===== config.mk =====
export PLATFORM = sky130hd
export DESIGN_NAME = serial_sub
export DESIGN_NICKNAME = d
export VERILOG_FILES = /design/src/rtl/serial_sub_pkg.sv /design/src/rtl/fs.sv /design/src/rtl/serial_sub.sv
export SDC_FILE = /design/constraint.sdc
export NUM_CORES = 1
export LEC_CHECK = 0
export CAP_MARGIN = 20
export CORE_AREA = 2 2 50 52
export CTS_BUF_LIST = sky130_fd_sc_hd__clkbuf_8
export CTS_CLUSTER_DIAMETER = 200
export DETAILED_ROUTE_END_ITERATION = 16
export DIE_AREA = 0 0 52 54
export GPL_TIMING_DRIVEN = 0
export PLACE_DENSITY_LB_ADDON = 0.3
export SLEW_MARGIN = 5
export SYNTH_ARGS = -nofsm -noshare
export SYNTH_HDL_FRONTEND = slang
export SYNTH_SLANG_ARGS = --single-unit

===== constraint.sdc =====
create_clock -name clk -period 1.7 [get_ports clk]
set_input_delay 0.51 -clock clk [delete_from_list [all_inputs] [get_ports clk]]
set_output_delay 0.51 -clock clk [all_outputs]
set_load 0.02 [all_outputs]

===== src/rtl/serial_sub_pkg.sv =====
// Shared definitions for the bit-serial subtractor.
// Holds the FSM encoding and the full-subtractor truth relations.
package serial_sub_pkg;

    // Controller states.
    typedef enum logic [1:0] {
        IDLE = 2'd0,
        RUN  = 2'd1,
        DONE = 2'd2
    } state_t;

    // Full-subtractor truth tables, bit index = {bi, a, b}.
    //   d  = a ^ b ^ bi
    //   bo = (~a & b) | (~(a ^ b) & bi)
    localparam logic [7:0] FS_D_TT  = 8'h96;
    localparam logic [7:0] FS_BO_TT = 8'hB2;

endpackage


===== src/rtl/fs.sv =====
// Single-bit full subtractor cell: d = a - b - bi, borrow out bo.
// Ports: bi/a/b single-bit inputs, bo borrow out, d difference bit.
module fs (
    input  logic bi,
    input  logic a,
    input  logic b,
    output logic bo,
    output logic d
);

    assign d  = a ^ b ^ bi;
    // Borrow when b exceeds a, or when a==b and a borrow comes in.
    assign bo = (~a & b) | (~(a ^ b) & bi);

endmodule


===== src/rtl/serial_sub.sv =====
// Bit-serial N-bit subtractor, d = a - b - bi, LSB first, one bit/clock.
// Ports: clk, reset (sync, active-high), start, a, b, bi in; busy, done, d, bo out.
module serial_sub
    import serial_sub_pkg::*;
#(
    parameter  int N  = 4,
    localparam int CW = $clog2(N + 1)
) (
    input  logic         clk,
    input  logic         reset,
    input  logic         start,
    input  logic [N-1:0] a,
    input  logic [N-1:0] b,
    input  logic         bi,
    output logic         busy,
    output logic         done,
    output logic [N-1:0] d,
    output logic         bo
);

    localparam logic [CW-1:0] LAST = CW'(N - 1);

    state_t        state;
    state_t        state_n;
    logic [N-1:0]  sa;
    logic [N-1:0]  sb;
    logic [N-1:0]  sd;
    logic [N-1:0]  sd_n;
    logic          br;
    logic [CW-1:0] cnt;
    logic          diff;
    logic          bout;
    logic          last;

    fs u_fs (
        .bi (br),
        .a  (sa[0]),
        .b  (sb[0]),
        .bo (bout),
        .d  (diff)
    );

    assign last = (cnt == LAST);

    // Result shifts in from the top so the LSB lands at bit 0 after N steps.
    generate
        if (N == 1) begin : g_one
            assign sd_n = diff;
        end else begin : g_wide
            assign sd_n = {diff, sd[N-1:1]};
        end
    endgenerate

    always_ff @(posedge clk) begin
        if (reset) begin
            state <= IDLE;
        end else begin
            state <= state_n;
        end
    end

    always_comb begin
        state_n = state;
        busy    = 1'b0;
        done    = 1'b0;
        unique case (state)
            IDLE: begin
                if (start) begin
                    state_n = RUN;
                end
            end
            RUN: begin
                busy = 1'b1;
                if (last) begin
                    state_n = DONE;
                end
            end
            DONE: begin
                done    = 1'b1;
                state_n = IDLE;
            end
            default: begin
                state_n = IDLE;
            end
        endcase
    end

    always_ff @(posedge clk) begin
        if (reset) begin
            sa  <= '0;
            sb  <= '0;
            sd  <= '0;
            br  <= 1'b0;
            cnt <= '0;
            d   <= '0;
            bo  <= 1'b0;
        end else begin
            unique case (state)
                IDLE: begin
                    if (start) begin
                        sa  <= a;
                        sb  <= b;
                        br  <= bi;
                        cnt <= '0;
                        sd  <= '0;
                    end
                end
                RUN: begin
                    sa  <= sa >> 1;
                    sb  <= sb >> 1;
                    sd  <= sd_n;
                    br  <= bout;
                    cnt <= cnt + CW'(1);
                    // Publish on the final bit; d/bo hold otherwise.
                    if (last) begin
                        d  <= sd_n;
                        bo <= bout;
                    end
                end
                default: begin
                end
            endcase
        end
    end

endmodule

Yosys cells after proc, flatten, opt, wreduce, memory -nomap -nowiden
Index checks and enable logic that the tools add are counted.
- bits in registers: 23
- input port bits: 12
- output and inout bits: 7
- word-level logic and storage cells: 41
- add/subtract/negate cells: 1
- eq/ne operators: 5
- muxes and demuxes: 15
- bitwise operators: 7
- reduce and logical (&&, ||, !) cells: 5
- operator list (kind ; number):
    $pmux W4 S2 ; 3
    $mux W4 ; 3
    $pmux W3 S2 ; 1
    $reduce_and A2 Y1 ; 3
    $mux W2 ; 2
    $ne A2 B2 Y1 const B ; 2
    $pmux W2 S2 ; 1
    $add A3 B1 Y3 const B ; 1
    $eq A3 B2 Y1 const B ; 1
    $mux W1 ; 3
    $mux W3 ; 1
    $and A1 B1 Y1 ; 2
    $eq A2 B1 Y1 const B ; 1
    $eq A2 B2 Y1 const B ; 1
    $logic_not A2 Y1 ; 1
    $not A1 Y1 ; 2
    $pmux W1 S2 ; 1
    $reduce_bool A2 Y1 ; 1
    $xor A1 B1 Y1 ; 2
    $or A1 B1 Y1 ; 1

Depth between registers and ports, before layout
- depth after elaboration: 5
- depth in mapped cells: 5

Modules after synthesis
Synthesis repeated with hierarchy kept, for this count alone.
- cells, all modules: 110
- area, all modules: 987.2 µm²
- by module, submodules not included (module ; times used ; cells an instance ; area each (µm²) ; sequential area each (µm²)):
    serial_sub ; 1 ; 106 ; 955.9 ; 440.4
    fs ; 1 ; 4 ; 31.3 ; 0.0

Worst setup path before layout
Ideal clock, no wire load.
- kind: reg2out
- start: register state[0]
- end: output port done
- data arrival time: 0.845 ns
- slack: 0.345 ns
- stages on the path, launching flop included: 3
- cells stage by stage: dfxtp_1 -> buf_6 -> nor2b_1
- longest elaborated chain between the ends: 2
- ends and longest elaborated chain (what ; line ; RTL):
    start, declared ; serial_sub.sv:23 ; state_t state;
    start signal, assigned ; serial_sub.sv:58 ; state <= state_n;
    $eq A2 B2 Y1 ; serial_sub.sv:66 ; unique case (state)
    $mux W1 ; serial_sub.sv:66 ;
    end, declared ; serial_sub.sv:16 ; output logic done,
Every way passes these cells.

Final worst setup path
- start: register state[1]
- end: output port busy
- longest elaborated chain between the ends: 2
- ends and longest elaborated chain (what ; line ; RTL):
    $eq A2 B1 Y1 ; serial_sub.sv:66 ;
    $mux W1 ; serial_sub.sv:66 ;
    end, declared ; serial_sub.sv:15 ; output logic busy,
Every way passes these cells.

==> key figures <==
Logic synthesis
  • Area contributors post-synth: dfxtp_1, mux2i_1, a211oi_2
  • Top-area cell type share of the netlist area: 0.446
  • Synth cell types: 29
  • Top cell type by total area after synthesis: dfxtp_1
  • Post-synthesis cell area: around 990 sq um
  • Cells after synthesis: 98
  • Syn nets: 113
  • Sequential element share of the synthesized area: 0.446
  • Syn avg cell area: 10.1 sq um
  • Synth warn: 0
  • Synth Register Bits: 22

Timing
  • Peak Freq: between 0.6 and 0.7 GHz
  • RSZ-0062 raised after global routing: no
  • Slew Limit Fails: 0
  • Setup-failing EPs final: 0
  • Actual slew at the worst max-slew pin: about 0.6 ns
  • Final critical-path share of the clock period: 0.968
  • Final WS setup: 0.0538 ns
  • Worst slew margin: 0.608
  • Final Hold Fails: 0
  • Minimum clock period: around 1.6 ns
  • Clk_skew: a little over 0.001 ns
  • Final hold slack: roughly 0.46 ns

Clocking
  • CTS H-tree depth: 1
  • Worst-Skew Late Latency: around 0.26 ns
  • Clock transition at path regs: approximately 0.080 ns
  • Clock Sinks: 22
  • Clk root buf: clkbuf_8
  • Number of buffers created by CTS: 3
  • Worst-case clock buffer depth: 2
  • CTS tree: built

Power and ir drop
  • Leak: around 0.52 nW
  • Power Internal: around 940 uW
  • VDD IR-drop max: about 0.00052 V
  • Clk pwr share: 0.400
  • NetSw: about 280 uW
  • Sequential Power Share: 0.457
  • Sw frac: 0.230
  • Combinational power share: 0.143
  • Total power: approximately 1.2 mW
  • Power per cell area: approximately 950 mW/mm^2

Min path
  • Hold WC Path Type: flop to flop
  • Min-Delay Path Depth: 2
  • Hold_sp: d[2]
  • Hold path endpoint: d[2]

Worst setup path
  • Worst endpoint data arrival time: approximately 1.1 ns
  • Cell family with most CP delay: buffers and inverters
  • Worst reg-to-reg path cell count: 5
  • R2R Path End: bo
  • Critical path capture point type: primary output
  • WP buf/inv: 3
  • Peak per-stage delay on the critical path: approximately 0.30 ns
  • Critical path launch point type: flop
  • Critical-path cell list: clkbuf_4 > nand2b_4 > inv_6 > buf_4
  • Crit Path Class: flop to primary output
  • R2R Path Start: cnt[0]
  • Max FO, Critical Path: 10
  • R2r setup slk: between 0.2 and 0.3 ns
  • Worst path required time: approximately 1.2 ns
  • Slowest cell on crit path: dfxtp_1

Run
  • Maxcap violations: 0

Floorplan
  • Core Rows: 18
  • Chip height: roughly 54 um
  • Initial Utilization: 0.426
  • Core area: between 0.002 and 0.0025 sq mm
  • Area of the die: 0.00281 sq mm
  • Ports: 19
  • Die width: around 52 um

Detailed routing
  • Post-DRT Antenna Nets: 0
  • Wire length per cell: 15.0 um
  • Vias/cell: approximately 5.4
  • Initial drt markers: 8
  • DRC: 0
  • Via count: slightly above 800
  • DRT Pass-1 Iters: 4
  • DRT Wirelength: 2280 um

GRT
  • Vias in the first global route: 885
  • Total global routing track utilization: 0.187
  • Pin count of the biggest net entering global routing: 14
  • Remaining global-route overflow: 0
  • First-pass GRT wire length: 3800 um
  • Initial antenna violation count: 0

Placement
  • Post-Place Worst Slack: -0.247 ns
  • Final HPWL DP: approximately 1500 um
  • GPL Wtd Cong: ~0.74
  • Port-buffer cells: 18

Finish
  • Antenna Cells: 0
  • Nets@finish: about 140
  • Multi-input gate area: approximately 480 sq um
  • Synth-to-Final Area Change: 30.9%
  • Reg area: about 440 sq um
  • Fraction of layout cells with a size suffix above 1: 0.205
  • Fillers: between 200 and 250

Run status
  • Status: finished clean
==> how the worst max path moves through the flow <==
stage,startpoint,end,slack (ns),cells after the start
detailed placement,start,sb[3],-0.25,4
global placement,start,sb[3],-0.19,4
finish,state[1],busy,0.05,4
global route,state[1],busy,0.01,4
floorplan,state[0],done,0.34,2
CTS,state[1],busy,0.001,4
==> cell families (layout without fill, tap and decap cells) <==
family	count (synthesis)	count (layout)	synth area share
AOI/OAI and AO/OA	19	19	0.170
adders and majority gates	3	3	0.0456
buffers and inverters	11	35	0.0672
DFF	22	22	0.446
muxes	7	7	0.0710
and+or+nand+nor	36	36	0.200
==> registers in the layout, summed over array words and instances (netlist names) <==
| register | cells |
|---|---|
| sd | 3 |
| sa | 4 |
| bo | 1 |
| state | 2 |
| cnt | 3 |
| sb | 4 |
| d | 4 |
| br | 1 |
==> placed cells by master, fill, tap and decap left out <==
cell             netlist  routed
a211oi_1               1       1
a211oi_2               5       5
a21oi_1                4       4
a22oi_1                6       6
a2bb2oi_1              1       1
buf_1                  1       1
buf_12                 1       1
buf_2                  1       1
buf_4                  0       3
buf_6                  1       1
bufinv_16              0       1
clkbuf_1               1       1
clkbuf_4               0       1
clkbuf_8               0       3
clkdlybuf4s50_1        0      11
dfxtp_1               22      21
dfxtp_4                0       1
dlygate4sd2_1          0       5
fa_1                   1       1
ha_1                   2       2
inv_1                  5       5
inv_6                  0       1
mux2i_1                7       7
nand2_1                4       4
nand2b_4               1       1
nand3_1                4       4
nand3b_1               1       1
nor2_1                16      16
nor2_2                 2       2
nor2b_1                1       1
nor3_1                 1       1
nor3b_1                2       2
nor4_2                 2       2
nor4b_1                2       2
o21ba_4                1       1
o21bai_2               0       1
==> synth_stat cells (all sizes together) <==
cell type / n
dfxtp: 22
nor2: 18
mux2i: 7
a211oi: 6
a22oi: 6
inv: 6
a21oi: 4
buf: 4
nand2: 4
nand3: 4
ha: 2
nor3b: 2
nor4: 2
nor4b: 2
a2bb2oi: 1
clkbuf: 1
fa: 1
nand2b: 1
nand3b: 1
nor2b: 1
nor3: 1
o21ba: 1
o21bai: 1
==> stage by stage <==
stage	area [sq um]	utilization	setup TNS, ns	instances
floorplan	987	-	0	98
global placement	1200	0.519	-2.54	146
detailed placement	1200	0.519	-2.82	146
CTS	1270	0.549	0	150
global route	1290	0.557	0	152
finish	1290	0.557	0	152
==> layer usage <==
layer,track usage,part of all wire,vias up
li1,-,-,393
met1,0.215,0.44,401
met2,0.321,0.50,17
met3,0.0444,0.040,4
met4,0.101,0.016,0
met5,0,0,-
==> worst register-to-register path, delay by kind of cell, from the launching register on <==
kind | cells | cell delay, ns
fa+ha+maj | 2 | 0.46
mux | 1 | 0.22
simple gates | 2 | 0.31
flops | 1 | 0.34
==> power by group through the flow <==
stage / clock network, mW / logic, mW / registers [mW]
2_1_floorplan: 0 / 0.111 / 0.567
3_3_place_gp: 0 / 0.161 / 0.570
3_5_place_dp: 0 / 0.166 / 0.571
4_1_cts: 0.497 / 0.168 / 0.559
5_1_grt: 0.514 / 0.193 / 0.563
6_report: 0.491 / 0.176 / 0.560
==> final cells by class <==
class,count,area share
Multi-Input combinational cell,65,0.375
Buffer,5,0.0358
Inverter,6,0.0213
Clock buffer,3,0.0319
Clock inverter,1,0.0232
Sequential cell,22,0.344
Tap cell,30,0.0290
Timing Repair Buffer,20,0.140
==> timing repair <==
item                       4_1_cts  5_1_grt
pin swaps                        0        0
hold endpoints to repair         0        0
setup endpoints to repair        7        9
setup buffers                    0        2
hold buffers                     0        0
resized for setup               15        5
Note: power is estimated with default switching activity, not from simulation.
